$ cat src/rtl/set_assoc_icache_pkg.sv
// set_assoc_icache_pkg: shared refill state encoding and cache geometry helpers
package set_assoc_icache_pkg;
  typedef enum logic {IDLE, REFILL} state_e;
  function automatic int tag_bit(input int index_bit, input int offset_bit);
    return 30 - index_bit - offset_bit;
  endfunction
  function automatic int line_words(input int offset_bit);
    return 1 << offset_bit;
  endfunction
endpackage

$ cat src/rtl/icache_refill_ctrl.sv
// icache_refill_ctrl: refill FSM, word address generation and victim latch; mem_addr doubles as the latched line base and word counter
module icache_refill_ctrl
  import set_assoc_icache_pkg::*;
#(
  parameter int IndexBit = 4,
  parameter int OffsetBit = 2,
  parameter int Ways = 2
) (
  input  logic                 clk_in,
  input  logic                 rst_in,
  input  logic                 rdy_in,
  input  logic                 flush,
  input  logic                 miss,
  input  logic                 mem_ack,
  input  logic [29-OffsetBit:0] line_addr,
  input  logic                 v0,
  input  logic                 v1,
  input  logic                 lru_way,
  output state_e               state,
  output logic                 mem_req,
  output logic [31:0]          mem_addr,
  output logic                 start,
  output logic                 wr_en,
  output logic                 last,
  output logic                 victim,
  output logic                 victim_sel
);
  state_e state_n;
  logic [31:0] addr_n;
  logic victim_n;
  assign mem_req = state == REFILL;
  assign victim_sel = (Ways == 1 || !v0) ? 1'b0 : !v1 ? 1'b1 : lru_way;
  // next state, next word address and victim capture
  always_comb begin
    start = rdy_in && !flush && state == IDLE && miss;
    wr_en = rdy_in && !flush && state == REFILL && mem_ack;
    last = wr_en && &mem_addr[1+OffsetBit:2];
    state_n = ((rdy_in && flush) || last) ? IDLE : start ? REFILL : state;
    addr_n = start ? {line_addr, {(OffsetBit + 2){1'b0}}} : (wr_en && !last) ? mem_addr + 32'd4 : mem_addr;
    victim_n = start ? victim_sel : victim;
  end
  // refill state register
  always_ff @(posedge clk_in or posedge rst_in) begin
    if (rst_in) begin
      state <= IDLE;
      mem_addr <= '0;
      victim <= 1'b0;
    end else begin
      state <= state_n;
      mem_addr <= addr_n;
      victim <= victim_n;
    end
  end
endmodule

$ cat src/rtl/set_assoc_icache.sv
// set_assoc_icache: 1/2-way set-associative instruction cache with LRU and autonomous line refill
module set_assoc_icache
  import set_assoc_icache_pkg::*;
#(
  parameter int IndexBit = 4,
  parameter int OffsetBit = 2,
  parameter int Ways = 2
) (
  input  logic        clk_in,
  input  logic        rst_in,
  input  logic        rdy_in,
  input  logic        fetch_valid,
  input  logic [31:0] fetch_addr,
  output logic        hit,
  output logic [31:0] fetch_inst,
  input  logic        flush,
  output logic        mem_req,
  output logic [31:0] mem_addr,
  input  logic        mem_ack,
  input  logic [31:0] mem_data
);
  localparam int TagBit = tag_bit(IndexBit, OffsetBit);
  localparam int LineWords = line_words(OffsetBit);
  localparam int Sets = 1 << IndexBit;
  logic [Sets-1:0] valid [Ways];
  logic [Sets-1:0] lru;
  logic [TagBit-1:0] tags [Ways][Sets];
  logic [31:0] data [Ways][Sets][LineWords];
  logic [Ways-1:0] way_hit;
  logic [IndexBit-1:0] idx, r_idx;
  logic [TagBit-1:0] tag, r_tag;
  logic [OffsetBit-1:0] word, cnt;
  logic hit_way, start, wr_en, last, victim, victim_sel, unused_ok;
  state_e state;
  assign unused_ok = &{1'b0, fetch_addr[1:0]};
  assign idx = fetch_addr[1+OffsetBit+IndexBit:2+OffsetBit];
  assign tag = fetch_addr[31:2+OffsetBit+IndexBit];
  assign word = fetch_addr[1+OffsetBit:2];
  assign r_idx = mem_addr[1+OffsetBit+IndexBit:2+OffsetBit];
  assign r_tag = mem_addr[31:2+OffsetBit+IndexBit];
  assign cnt = mem_addr[1+OffsetBit:2];
  genvar w;
  generate
    for (w = 0; w < Ways; w++) begin : g_way
      assign way_hit[w] = valid[w][idx] && tags[w][idx] == tag;
    end
  endgenerate
  assign hit_way = Ways == 2 && way_hit[Ways-1];
  assign hit = fetch_valid && state == IDLE && |way_hit;
  assign fetch_inst = hit ? data[hit_way][idx][word] : '0;
  icache_refill_ctrl #(.IndexBit(IndexBit), .OffsetBit(OffsetBit), .Ways(Ways)) u_ctrl (
    .clk_in(clk_in),
    .rst_in(rst_in),
    .rdy_in(rdy_in),
    .flush(flush),
    .miss(fetch_valid && !hit),
    .mem_ack(mem_ack),
    .line_addr(fetch_addr[31:2+OffsetBit]),
    .v0(valid[0][idx]),
    .v1(valid[Ways-1][idx]),
    .lru_way(lru[idx]),
    .state(state),
    .mem_req(mem_req),
    .mem_addr(mem_addr),
    .start(start),
    .wr_en(wr_en),
    .last(last),
    .victim(victim),
    .victim_sel(victim_sel)
  );
  // valid bits and LRU: flush wins, victim invalidated at refill start, validated on last word
  always_ff @(posedge clk_in or posedge rst_in) begin
    if (rst_in) begin
      for (int i = 0; i < Ways; i++) valid[i] <= '0;
      lru <= '0;
    end else if (rdy_in) begin
      if (flush) begin
        for (int i = 0; i < Ways; i++) valid[i] <= '0;
      end else if (start) begin
        valid[victim_sel][idx] <= 1'b0;
      end else if (last) begin
        valid[victim][r_idx] <= 1'b1;
        lru[r_idx] <= !victim;
      end else if (hit) begin
        lru[idx] <= !hit_way;
      end
    end
  end
  // line data and tag storage written by the refill
  always_ff @(posedge clk_in) begin
    if (wr_en) begin
      data[victim][r_idx][cnt] <= mem_data;
      if (last) tags[victim][r_idx] <= r_tag;
    end
  end
endmodule

$ cat config.mk
export PLATFORM = sky130hd
export DESIGN_NAME = set_assoc_icache
export DESIGN_NICKNAME = d
export VERILOG_FILES = /design/src/rtl/set_assoc_icache_pkg.sv /design/src/rtl/icache_refill_ctrl.sv /design/src/rtl/set_assoc_icache.sv
export SDC_FILE = /design/constraint.sdc
export NUM_CORES = 2
export LEC_CHECK = 0
export CAP_MARGIN = 15
export CELL_PAD_IN_SITES_DETAIL_PLACEMENT = 2
export CELL_PAD_IN_SITES_GLOBAL_PLACEMENT = 2
export CORE_UTILIZATION = 51
export CTS_CLUSTER_DIAMETER = 150
export DETAILED_ROUTE_END_ITERATION = 12
export PLACE_DENSITY_LB_ADDON = 0.08
export SYNTH_ARGS = -nofsm -noshare
export SYNTH_HDL_FRONTEND = slang
export SYNTH_MEMORY_MAX_BITS = 65536
export SYNTH_SLANG_ARGS = --single-unit
$ cat constraint.sdc
create_clock -name clk_in -period 16.2 [get_ports clk_in]
set_clock_uncertainty 0.1 [all_clocks]
set_input_delay 4.86 -clock clk_in [delete_from_list [all_inputs] [get_ports clk_in]]
set_output_delay 4.86 -clock clk_in [all_outputs]
set_load 0.03 [all_outputs]
==> results of run 1 <==
## cell usage after synthesis, types with 23 or more instances
library cell / instances / area (um^2)
a21oi_1: 130 / 651
xnor2_1: 31 / 272
nand2_1: 2097 / 7870
mux4_2: 373 / 8400
nor3_1: 55 / 275
a311oi_1: 26 / 228
o211ai_1: 54 / 405
buf_1: 53 / 199
a32oi_1: 153 / 1340
or3_1: 33 / 206
a211oi_1: 72 / 541
edfxtp_1: 4864 / 146000
o221ai_1: 52 / 455
and3_1: 33 / 206
o22ai_1: 23 / 144
a22o_1: 30 / 263
o21ai_0: 182 / 911
o311ai_0: 23 / 201
a22oi_1: 191 / 1430
mux2i_1: 591 / 5920
dfrtp_1: 80 / 2000
nor4_1: 112 / 701
buf_4: 77 / 578
clkbuf_1: 446 / 1670
a221oi_1: 37 / 324
mux2_2: 55 / 619
a31oi_1: 206 / 1290
buf_2: 140 / 701
buf_6: 65 / 732
nand3_1: 815 / 4080
o2111ai_1: 23 / 201
nand4_1: 197 / 1230
nor2_1: 398 / 1490
## cells by family after synthesis
logic type               Yosys count  synth area share (%)
AO/OA/AOI/OAI                   1386                  5.20
XOR/XNOR                          42                 0.193
adder cells (fa/ha/maj)            4                0.0257
buffers and inverters            821                  2.25
flip-flops                      4944                  76.1
multiplexers                    1019                  7.68
other                              1               0.00193
AND/OR/NAND/NOR                 3813                  8.54
## through the flow
stage	hold WS (ns)	setup TNS (ns)
3_3_place_gp	0.355	-0.607
2_1_floorplan	0.344	0
==> summary.txt, run 1 <==
Run status
  • Status: did not finish
  • Halt Stage: detailed placement
  • First error: [ERROR DPL-0033] detailed placement checks failed during check placement.

Logic synthesis
  • Syn_area_per_cell: approximately 16 um^2
  • Synthesis Warnings: 0
  • Post-synthesis cell type count: 85
  • Synthesized instance count: between 10000 and 15000
  • #FFs+latches synth: between 4000 and 5000
  • Fraction of registers with async set/reset: under 10%
  • Synth Cell Area: 195000 um^2
  • EDFF count, synth: 4864
  • Sequential fraction of the synthesis area: around three quarters
  • Prevailing post-synth register cell: edfxtp_1

Floorplan
  • Die width: 620 um
  • DIE HEIGHT: a little over 600 um
  • Row cnt: around 230
  • Starting Density: 51.3%
  • I/O pin count: between 100 and 150

Placed design
  • Routability cong.: about 0.9
  • Hpwl dp: 519 mm
  • Port Buffer Count: roughly 130
==> run 2: changes to the inputs <==
--- a/config.mk
+++ b/config.mk
@@ -6,12 +6,9 @@
 export NUM_CORES = 2
 export LEC_CHECK = 0
 export CAP_MARGIN = 15
-export CELL_PAD_IN_SITES_DETAIL_PLACEMENT = 2
-export CELL_PAD_IN_SITES_GLOBAL_PLACEMENT = 2
-export CORE_UTILIZATION = 51
-export CTS_CLUSTER_DIAMETER = 150
+export CORE_UTILIZATION = 40
 export DETAILED_ROUTE_END_ITERATION = 12
-export PLACE_DENSITY_LB_ADDON = 0.08
+export PLACE_DENSITY_LB_ADDON = 0.15
 export SYNTH_ARGS = -nofsm -noshare
 export SYNTH_HDL_FRONTEND = slang
 export SYNTH_MEMORY_MAX_BITS = 65536
==> summary.txt, run 2 <==
Run status
  • Status: complete, no violations (was did not finish)

GRT
  • Number of global-route vias before repair: ~110k
  • First-pass GRT wire length: a little over 900 mm
  • Initial antenna violation count: 53
  • Met1 Track Usage GR: 36.6%
  • Total gr overflow: 0
  • Total Routing Usage GR: a little over a quarter
  • Largest net degree at the start of global routing: about 110
  • M2 GR Usage: 41.7%
  • Met3 usage: just under 5%
  • Busiest grt layer: met2

Routing
  • Post-Route WL: 660 mm
  • Starting DRT DRC Count: 15700
  • Post-DRT Antenna Nets: 0
  • DRC: 0
  • Drt wl/cell: roughly 34 um
  • DR vias/cell: 6.00
  • Pre-antenna DRT Iters: 6
  • Vias after detailed routing: approximately 120k

STA
  • Max_slew headroom: 15.2%
  • Slew @ Worst Pin: 1.27 ns
  • FMAX: just over 0.06 GHz
  • RSZ-0062 raised after global routing: no
  • Setup-failing EPs final: 0
  • Min Tclk post-route: 16.06 ns
  • Setup ws final: 0.143 ns
  • Slew Viols, Final: 0
  • Hold Violations, Final: 0
  • Crit share post-route: about 100%

Finish
  • Share of layout cells above drive strength 1: ~16%
  • Nets: roughly 13000
  • Biggest register: data
  • Area Growth Syn to Fin: 15.4%
  • Commonest non-fill, non-tap cells in the layout: 4864 x edfxtp_1, 2088 x nand2_1, 815 x nand3_1
  • Final design utilization: between 40 and 50%
  • Largest register FFs: just over 4000
  • Largest regs: data (4096), tags (768), valid (32)
  • Commonest non-fill, non-tap cell in the layout: edfxtp_1

Logic synthesis
  • Synthesized instance count: 12030 (unchanged)
  • Synth top area share: 75.1% (unchanged)
  • Area leader, netlist: edfxtp_1 (unchanged)
  • Syn_area_per_cell: 16.2 um^2 (unchanged)
  • EDFF count, synth: 4864 (unchanged)
  • Synthesis Warnings: 0 (unchanged)
  • Count leader, synth: edfxtp_1 (unchanged)
  • Largest cells by area after synthesis: edfxtp_1 75%, mux4_2 4.3%, nand2_1 4.0% (unchanged)
  • Most frequent cells after synthesis: 4864 x edfxtp_1, 2097 x nand2_1, 815 x nand3_1, 591 x mux2i_1, 446 x clkbuf_1 (unchanged)
  • #FFs+latches synth: 4944 (unchanged)
  • Prevailing post-synth register cell: edfxtp_1 (unchanged)
  • Fraction of registers with async set/reset: 1.62% (unchanged)
  • Sequential fraction of the synthesis area: 76.1% (unchanged)
  • Post-synthesis cell type count: 85 (unchanged)
  • Synth Cell Area: 195000 um^2 (unchanged)

Clock tree
  • CTS sink count: 4944
  • Root Driver: clkbuf_16
  • H-tree depth: 6
  • Clock Path Buffers: 4
  • Skew-Pair Late Insertion Delay: about 1.0 ns
  • Number of buffers created by CTS: between 500 and 600
  • CTS tree: built
  • Clock transition at path regs: roughly 0.060 ns
  • Hold-fix buffers, CTS: 0

Setup path
  • Critical Path End Type: primary output
  • R2R cell count: 13
  • Max FO, Critical Path: 38
  • Crit path from: fetch_addr[5]
  • Crit-path most repeated cell: buf_4
  • RR Startpoint: tags[1][198]$_DFFE_PP_
  • Cell Chain, Critical Path: buf_8 -> and2_2 -> buf_4 -> a22o_1 -> nor3_1 -> a2111o_1 -> o31a_1 -> or3_1 -> nor3_4 -> buf_12 -> buf_4 -> buf_12 -> buf_12 -> mux2i_1 -> a22oi_1 -> and3_1 -> a311oi_1 -> buf_4 -> a311oi_4 -> buf_4 -> o32a_1 -> buf_4 -> buf_12
  • CP max stage cell: a311oi_4
  • Crit-path max cell delay: 0.61 ns
  • Type of the worst setup path: input pin to primary output
  • CP Data Arrival Time: ~11 ns
  • CP required: approximately 11 ns
  • CP Launch Type: input pin

Floorplan
  • DIE HEIGHT: 699 um (was 620 um)
  • I/O pin count: 136 (unchanged)
  • Starting Density: 40.2% (was 51.3%)
  • Die width: 699 um (was 620 um)
  • Die ar.: 489000 um^2
  • Row cnt: 255 (was 226)
  • CORE AREA: slightly below 500000 um^2

Placed design
  • Place WS: -0.226 ns
  • Hpwl dp: 372 mm (was 519 mm)
  • Routability cong.: 0.854 (was 0.876)
  • Port Buffer Count: 131 (unchanged)

Power and ir drop
  • Pwr per Cell Area: ~120 nW/um^2
  • Peak VDD IR: 117 uV
  • Leak Pwr: 0.0708 uW

Flow run
  • Max Cap Viol: 0

Hold path
  • Hold_sp: valid[18]$_DFFE_PP0P_
  • Hold Crit Depth: 1
  • HP Class: register to register
## run 2: worst max-delay path: cells and delay by family
family / cells / cell delay [ns]
AOI/OAI and AO/OA: 7 / 1.94
buffers and inverters: 10 / 2.40
muxes: 1 / 0.09
and+or+nand+nor: 5 / 1.60
## run 2: worst paths after layout
check,end,slack [ns]
setup / recovery,fetch_inst[1],0.14
hold / removal,valid[18]$_DFFE_PP0P_,0.38
setup reg to reg,u_ctrl.mem_addr[31]$_DFFE_PP0P_,10.69
hold reg to reg,valid[18]$_DFFE_PP0P_,0.38
max in group asynchronous,valid[13]$_DFFE_PP0P_,10.72
min in group asynchronous,u_ctrl.mem_addr[11]$_DFFE_PP0P_,4.01
## run 2: cells by family (layout without fill, tap and decap cells)
group,count (synthesis),count (layout),synth area share [%]
flops,4944,4944,76.1
simple gates,3813,3813,8.54
compound gates,1386,1386,5.20
mux,1019,1019,7.68
buf+inv,821,1791,2.25
xor+xnor,42,42,0.193
fa+ha+maj,4,4,0.0257
other cells,1,21,0.00193
## run 2: per-layer routing
| metal | wire (um) | part of all wire [%] |
|---|---|---|
| met1 | 267000 | 40 |
| met2 | 304000 | 46 |
| met3 | 61700 | 9.4 |
| met4 | 26500 | 4.0 |
| met5 | 132 | 0.020 |
## run 2: report_power, final
group	switching (uW)	internal (uW)	total, uW
sequential	31.3	14200	14200
combinational	1060	337	1400
clock	5010	6680	11700
total	6100	21200	27300
## run 2: through the flow
| stage | TNS, ns | instance area (um^2) | power, uW | hold slack (ns) | cells |
|---|---|---|---|---|---|
| 3_3_place_gp | -0.813 | 208000 | 15800 | 0.354 | 18466 |
| 4_1_cts | 0 | 224000 | 27500 | 0.380 | 19410 |
| 6_report | 0 | 224000 | 27300 | 0.381 | 19445 |
| 5_1_grt | 0 | 224000 | 28000 | 0.401 | 19427 |
| 2_1_floorplan | 0 | 195000 | 15000 | 0.344 | 12031 |
| 3_5_place_dp | -0.630 | 208000 | 15900 | 0.366 | 18467 |
## run 2: timing repair
action / 4_1_cts / 5_1_grt
gates cloned: 0 / 2
setup endpoints to repair: 5 / 13
pin swaps: 0 / 0
buffers inserted: 0 / 5
gates resized for setup: 4 / 5
## run 2: final cells by class
cell class	instances	area [um^2]
multi-input combinational	6266	43500
antenna	19	47.5
clock inverter	252	2070
inverter	16	68.8
sequential	4944	148000
clock buffer	691	14400
tap	6425	8040
fill	41403	259000
timing repair buffer	832	8280
Note: power is estimated with default switching activity, not from simulation.
